--- config.mk ---
export PLATFORM = sky130hd
export DESIGN_NAME = pc_unit
export DESIGN_NICKNAME = d
export VERILOG_FILES = /design/src/rtl/pc_unit.sv
export SDC_FILE = /design/constraint.sdc
export NUM_CORES = 1
export LEC_CHECK = 0
export BUFFER_PORTS_ARGS = -buffer_cell sky130_fd_sc_hd__buf_2
export CAP_MARGIN = 10
export CORE_MARGIN = 10
export CORE_UTILIZATION = 55
export DETAILED_ROUTE_END_ITERATION = 12
export GPL_TIMING_DRIVEN = 0
export PLACE_DENSITY = 0.88
export SETUP_SLACK_MARGIN = 0.4
export SLEW_MARGIN = 20
export SYNTH_ARGS = -nofsm -noshare
export SYNTH_HDL_FRONTEND = slang
export SYNTH_SLANG_ARGS = --single-unit
--- constraint.sdc ---
create_clock -name clk -period 6.27 [get_ports clk]
set_input_delay 0 -clock clk [delete_from_list [all_inputs] [get_ports clk]]
set_output_delay 0 -clock clk [all_outputs]
set_load 0.005 [all_outputs]
--- src/rtl/pc_unit.sv ---
// Purpose: program-counter register with branch/jump/trap redirect, stall-held redirect and IF/ID flush pulse.
// Latency: pc updates one edge after the request; pcsrc is combinational; flush/pending/misaligned are registered.
// Backpressure: stall freezes the PC (traps still apply); a redirect seen under stall is held until stall drops.
module pc_unit #(
  parameter int unsigned       XLEN         = 32,
  parameter logic [XLEN-1:0]   RESET_VEC    = '0,
  parameter int unsigned       FLUSH_CYCLES = 2
) (
  input  logic            clk,
  input  logic            rst,
  input  logic            stall,
  input  logic            bcmp,
  input  logic            branch,
  input  logic            jump,
  input  logic            jalr,
  input  logic [XLEN-1:0] target,
  input  logic            trap,
  input  logic [XLEN-1:0] trap_vec,
  output logic [XLEN-1:0] pc,
  output logic [XLEN-1:0] pc_plus4,
  output logic            pcsrc,
  output logic            flush,
  output logic            pending,
  output logic            misaligned
);

  // Flush window length as loaded into the 4-bit down-counter (legal range 1..15).
  localparam logic [3:0] FLUSH_LOAD = 4'(FLUSH_CYCLES);

  // Architectural state.
  logic [XLEN-1:0] pc_q,         pc_d;
  logic [XLEN-1:0] held_q,       held_d;
  logic            pending_q,    pending_d;
  logic            misaligned_q, misaligned_d;
  logic [3:0]      cnt_q,        cnt_d;
  logic            flush_q,      flush_d;

  // Request decode.
  logic            req;
  logic [XLEN-1:0] eff_tgt;
  logic            tgt_mis;
  logic            req_acc;
  logic            redirect;

  // Decode the redirect request and qualify its target alignment; traps bypass this check.
  always_comb begin
    req        = (bcmp && branch) || jump || jalr;
    eff_tgt    = target;
    if (jalr) begin
      eff_tgt[0] = 1'b0;
    end
    tgt_mis    = req && (eff_tgt[1:0] != 2'b00);
    req_acc    = req && !tgt_mis;
    pc_plus4   = pc_q + XLEN'(4);
  end

  // Next-PC priority: trap, live redirect, held redirect, sequential, hold.
  always_comb begin
    pc_d      = pc_q;
    held_d    = held_q;
    pending_d = pending_q;
    redirect  = 1'b0;

    if (trap) begin
      // Trap wins even under stall and discards any held redirect.
      pc_d      = trap_vec;
      pending_d = 1'b0;
      redirect  = 1'b1;
    end else if (!stall) begin
      if (req_acc) begin
        // A fresh redirect supersedes anything held.
        pc_d      = eff_tgt;
        pending_d = 1'b0;
        redirect  = 1'b1;
      end else if (pending_q) begin
        pc_d      = held_q;
        pending_d = 1'b0;
        redirect  = 1'b1;
      end else begin
        pc_d      = pc_plus4;
      end
    end else if (req_acc && !pending_q) begin
      // Stalled: remember only the first redirect; later ones are dropped.
      held_d    = eff_tgt;
      pending_d = 1'b1;
    end
  end

  // Flush counter reloads on every redirect and otherwise drains, independent of stall.
  always_comb begin
    misaligned_d = tgt_mis;
    if (redirect) begin
      cnt_d = FLUSH_LOAD;
    end else if (cnt_q != 4'd0) begin
      cnt_d = cnt_q - 4'd1;
    end else begin
      cnt_d = 4'd0;
    end
    flush_d = (cnt_d != 4'd0);
  end

  // State register; reset overrides every input including trap and drops held/flush state.
  always_ff @(posedge clk) begin
    if (rst) begin
      pc_q         <= RESET_VEC;
      held_q       <= '0;
      pending_q    <= 1'b0;
      misaligned_q <= 1'b0;
      cnt_q        <= 4'd0;
      flush_q      <= 1'b0;
    end else begin
      pc_q         <= pc_d;
      held_q       <= held_d;
      pending_q    <= pending_d;
      misaligned_q <= misaligned_d;
      cnt_q        <= cnt_d;
      flush_q      <= flush_d;
    end
  end

  // Reset forces a RESET_VEC load, which is not a redirect, so pcsrc is masked.
  assign pcsrc      = redirect && !rst;
  assign pc         = pc_q;
  assign flush      = flush_q;
  assign pending    = pending_q;
  assign misaligned = misaligned_q;

endmodule

## Yosys cells after proc, flatten, opt, wreduce, memory -nomap -nowiden

Cells that the tools add are included.

- Register bits after elaboration: 71
- Input port bits: 72
- Output and inout port bits: 68

- Muxes and demuxes: 11
- Add/subtract/negate cells: 2
- Reduce and logical (&&, ||, !) cells: 15
- Bitwise gates (word level): 2
- Equality and inequality tests: 1

Operators with widths:

| kind | number |
|---|---|
| $mux W32 | 4 |
| $add A32 B3 Y32 const B | 1 |
| $mux W4 | 2 |
| $reduce_bool A4 Y1 | 2 |
| $logic_and A1 B1 Y1 | 5 |
| $mux W1 | 5 |
| $sub A4 B1 Y4 const B | 1 |
| $logic_not A1 Y1 | 3 |
| $reduce_and A3 Y1 | 1 |
| $reduce_or A3 Y1 | 1 |
| $logic_or A1 B1 Y1 | 2 |
| $ne A2 B1 Y1 const B | 1 |
| $not A1 Y1 | 2 |
| $reduce_bool A2 Y1 | 1 |

## Depth between registers and ports, before layout

- Depth after elaboration: 11
- Gate-level depth with buffers: 7
- Depth with buffers taken out: 6

## Worst setup path before layout

No wires, ideal clock.

- Path type: flip-flop to flip-flop
- From: register pc_q[11], in the netlist pc[11]
- To: register pc_q[29], in the netlist pc[29]
- Slack: 4094 ps
- Setup time: 74 ps
- Period minus slack after synthesis: 2176 ps
- Required time: 6196 ps
- Path buffers: 1
- Stages on the path, launching flop included: 7
- Data arrival time: 2103 ps
- Cells stage by stage: dfxtp_1 nand4_4 or4_1 buf_2 or3_4 o41a_1 o211ai_2

- Longest elaborated chain between the ends: 5

RTL lines:

| element | line | source |
|---|---|---|
| start: declaration | 31 | `logic [XLEN-1:0] pc_q, pc_d;` |
| start signal: assignment | 112 | `pc_q <= pc_d;` |
| $add A32 B3 Y32 | 54 | `pc_plus4 = pc_q + XLEN'(4);` |
| $mux W32 | 75 | `end else if (pending_q) begin` |
| $mux W32 | 70 | `if (req_acc) begin` |
| $mux W32 | 69 | `end else if (!stall) begin` |
| $mux W32 | 64 | `if (trap) begin` |

No other way between the ends. The select of a mux whose other input is x is not followed.
A chain may end at the register's enable or synchronous reset.

## Final worst setup path

- From: register pc_q[11], in the netlist pc[11]
- To: output pc_plus4[31]

- Longest elaborated chain between the ends: 1

RTL lines:

| element | line | source |
|---|---|---|
| $add A32 B3 Y32 | 54 |  |
| end: declaration | 20 | `output logic [XLEN-1:0] pc_plus4,` |

No other way between the ends.

==> results_dict.tcl <==
set metrics [dict create \
    syn_avg_cell_area_um2 7.45 \
    crit_path_start_kind "flop" \
    max_freq_mhz 322 \
    yosysTopAreaCell "dfxtp_1" \
    die_w_um 108 \
    h-tree-depth 3 \
    nFillCells 563 \
    fin_ws_ps 3160 \
    rr_startpoint "pc[11]$_SDFFE_PP0P_" \
    layout-drive-gt1-share 0.227 \
    rsz0062_at_grt "no" \
    coreArea_um2 7370 \
    row_count 31 \
    placed_area_um2 5050 \
    synth_nets 641 \
    rrSetupSlack_ps 3470 \
    synth_ff_type "dfxtp_1" \
    grt_overflow 0 \
    drtAntennaViolNets 0 \
    worst_hold_slack_ps 4.33 \
    endpoint_kind "primary output" \
    synth.top_cell.area_share 0.336 \
    hold_violations 0 \
    io_pins 140 \
    max_slew.worst_pin.slew_ps 1110 \
    hold_depth 4 \
    gp_congestion 0.984 \
    synthCells 568 \
    finalClockSkew_ps 10.1 \
    antenna_cells 0 \
    wl_um 19200 \
    clock_latency_ps 360 \
    synthArstFlopShare 0 \
    cts-root-buf "clkbuf_8" \
    holdPathEnd "pc[30]$_SDFFE_PP0P_" \
    syn_to_final_growth_pct 34.7 \
    grt_pass1_vias 5588 \
    outcome "completed" \
    die_h_um 108 \
    clockBufferDepth 2 \
    worst_ep_required_time_ps 6270 \
    cts.clk_slew.worst_paths_ps 90 \
    crit_fanout 7 \
    rr_worst_depth 6 \
    port_buffers 137 \
    hpwl_um 12900 \
    tns_ps 0 \
    vias_per_cell 6.55 \
    cellPowerDensity_nw_per_um2 207 \
    finalMaxSlewViolations 0 \
    setup_viol 0 \
    crit_start "pc[11]$_SDFFE_PP0P_" \
    timing.rr.end "pc[31]$_SDFFE_PP0P_" \
    leakage_nw 2.36 \
    cts_buffers 9 \
    fin_crit_sh 0.496 \
    fin_area_um2 5700 \
    drtIter0Drc 749 \
    antenna_found_initial 0 \
    vias 5668 \
    dieArea_um2 11600 \
    synth_area_leaders "dfxtp_1 34%, nand2_1 8.4%, a21oi_1 6.6%, xnor2_1 3.5%, nor2_1 3.2%" \
    hp-start "trap_vec[30]" \
    grt_first_pass_wirelength_um 29200 \
    seq_area_frac_synth 0.336 \
    yosys_warnings 0 \
    synthDistinctLibCells 61 \
    min_path_type "in -> reg" \
    start_util 0.574 \
    ctsResizeCount 0 \
    period_needed_ps 3110 \
    grt_util_all_layers 0.317 \
    cts_tree "yes" \
    worstPathArrival_ps 3110 \
    ys_ff_latch 71 \
    firstDrtPassIters 8 \
    grt_max_degree 15 \
    routedWlPerCell_um 22.2 \
    nNetsFinal 834 \
    drc 0 \
    cts.sinks 71 \
    synth_edf_count 0 \
    dp_slack_ps 3630 \
    ir_drop_v 0.000159 \
    slew_headroom 0.252 \
    cap_viol_max_count 0 \
    crit_type "reg -> out" \
    p_total_w 0.00118 \
    synth_area_um2 4230 \
]
-- metrics by stage --
step                 util  std cells
finish              0.774        865
global placement    0.684        804
detailed placement  0.685        804
CTS                 0.774        865
floorplan               -        568
global route        0.774        865
-- worst max-delay path, cell delays in order (launching register included) --
cell and delay [ps]:
dfxtp_1 520, nand4_4 200, or4_1 580, buf_2 180
nor4_1 900, xor2_1 220, buf_2 150
-- registers in the layout, indices dropped and copies added (netlist names) --
name and cells:
cnt_q 4, pc 32, misaligned 1, pending 1, flush 1, held_q 32
-- synthesized netlist by cell type, types with 3 or more instances --
| cell type | number |
|---|---|
| a211oi_1 | 17 |
| a21oi_1 | 56 |
| a221oi_1 | 5 |
| a22o_1 | 5 |
| a22oi_1 | 3 |
| a31oi_1 | 10 |
| and3_1 | 7 |
| and4_1 | 5 |
| buf_1 | 3 |
| buf_2 | 3 |
| clkbuf_1 | 34 |
| dfxtp_1 | 71 |
| inv_1 | 19 |
| mux2i_1 | 7 |
| nand2_1 | 95 |
| nand2b_1 | 5 |
| nand3_1 | 21 |
| nand4_1 | 5 |
| nor2_1 | 36 |
| nor2b_1 | 6 |
| nor3_1 | 16 |
| nor3b_1 | 3 |
| nor4_1 | 12 |
| o21a_1 | 7 |
| o21ai_0 | 21 |
| o22ai_1 | 3 |
| o2bb2ai_1 | 5 |
| o31ai_1 | 7 |
| o32ai_1 | 5 |
| or2_2 | 6 |
| or3_1 | 4 |
| or4_1 | 3 |
| xnor2_1 | 17 |
| xor2_1 | 8 |
-- report_power, final --
| part | leakage (nW) | internal, W | total, W | switching (W) |
|---|---|---|---|---|
| Clock | 0.0964 | 0.000188 | 0.000393 | 0.000205 |
| Sequential | 0.582 | 0.000476 | 0.000511 | 0.0000347 |
| Combinational | 1.68 | 0.000119 | 0.000275 | 0.000156 |
| Total | 2.36 | 0.000783 | 0.00118 | 0.000396 |
-- area by class of cell --
cell class	instances	area, um^2	share of cell area
sequential	71	1420	0.249
clock buffer	9	124	0.0217
buffer	42	169	0.0296
clock inverter	7	80.1	0.0140
multi-input combinational	435	2570	0.451
timing repair buffer	182	1140	0.199
tap	99	124	0.0217
inverter	20	75.1	0.0132
-- layout by cell type (no fill, tap or decap), types with 3 or more instances in the layout --
cell type | synthesis | layout
a221oi_1 | 5 | 5
buf_2 | 3 | 140
xor2_1 | 8 | 8
nor3b_1 | 3 | 3
nand2_1 | 95 | 95
o21ai_0 | 21 | 21
o21a_1 | 7 | 7
mux2i_1 | 7 | 7
or4_1 | 3 | 3
nor3_1 | 16 | 15
a22o_1 | 5 | 5
or2_2 | 6 | 6
o32ai_1 | 5 | 5
o2bb2ai_1 | 5 | 5
nand2b_1 | 5 | 5
nand3_1 | 21 | 21
dfxtp_1 | 71 | 71
a211oi_1 | 17 | 17
and3_1 | 7 | 7
clkbuf_1 | 34 | 34
or3_1 | 4 | 4
a31oi_1 | 10 | 10
o31ai_1 | 7 | 7
nor2_1 | 36 | 36
o22ai_1 | 3 | 3
buf_1 | 3 | 3
a22oi_1 | 3 | 3
clkbuf_8 | 0 | 9
dlygate4sd3_1 | 0 | 45
nor4_1 | 12 | 12
nand4_1 | 5 | 5
a21oi_1 | 56 | 56
nor2b_1 | 6 | 6
and4_1 | 5 | 5
xnor2_1 | 17 | 17
inv_1 | 19 | 19
-- worst max path at each step --
| stage | end | slack (ps) |
|---|---|---|
| 2_1_floorplan | pc[29]$_SDFFE_PP0P_ | 4090 |
| 3_3_place_gp | pc[30]$_SDFFE_PP0P_ | 3700 |
| 3_5_place_dp | pc[30]$_SDFFE_PP0P_ | 3630 |
| 4_1_cts | pc_plus4[30] | 3350 |
| 5_1_grt | pc_plus4[30] | 3190 |
| 6_report | pc_plus4[31] | 3160 |
-- cell families after synthesis --
kind of cell / count (synthesis) / share of synthesized area
AO/OA/AOI/OAI: 167 / 0.262
XOR/XNOR: 25 / 0.0517
adder cells (fa/ha/maj): 1 / 0.00296
buffers and inverters: 62 / 0.0577
flip-flops: 71 / 0.336
multiplexers: 7 / 0.0166
AND/OR/NAND/NOR: 235 / 0.273
-- layer usage --
| metal | track usage | vias up | share of wire |
|---|---|---|---|
| met1 | 0.361 | 2565 | 0.34 |
| met4 | 0.198 | 0 | 0.066 |
| met3 | 0.0970 | 143 | 0.14 |
| met2 | 0.507 | 514 | 0.45 |
| li1 | - | 2446 | - |
| met5 | 0 | - | 0 |
-- timing repair --
item                      in CTS  in global routing
hold buffers                  45                  0
setup buffers                  0                  0
hold endpoints to repair      49                  0
Power figures use the tool's default switching activity.
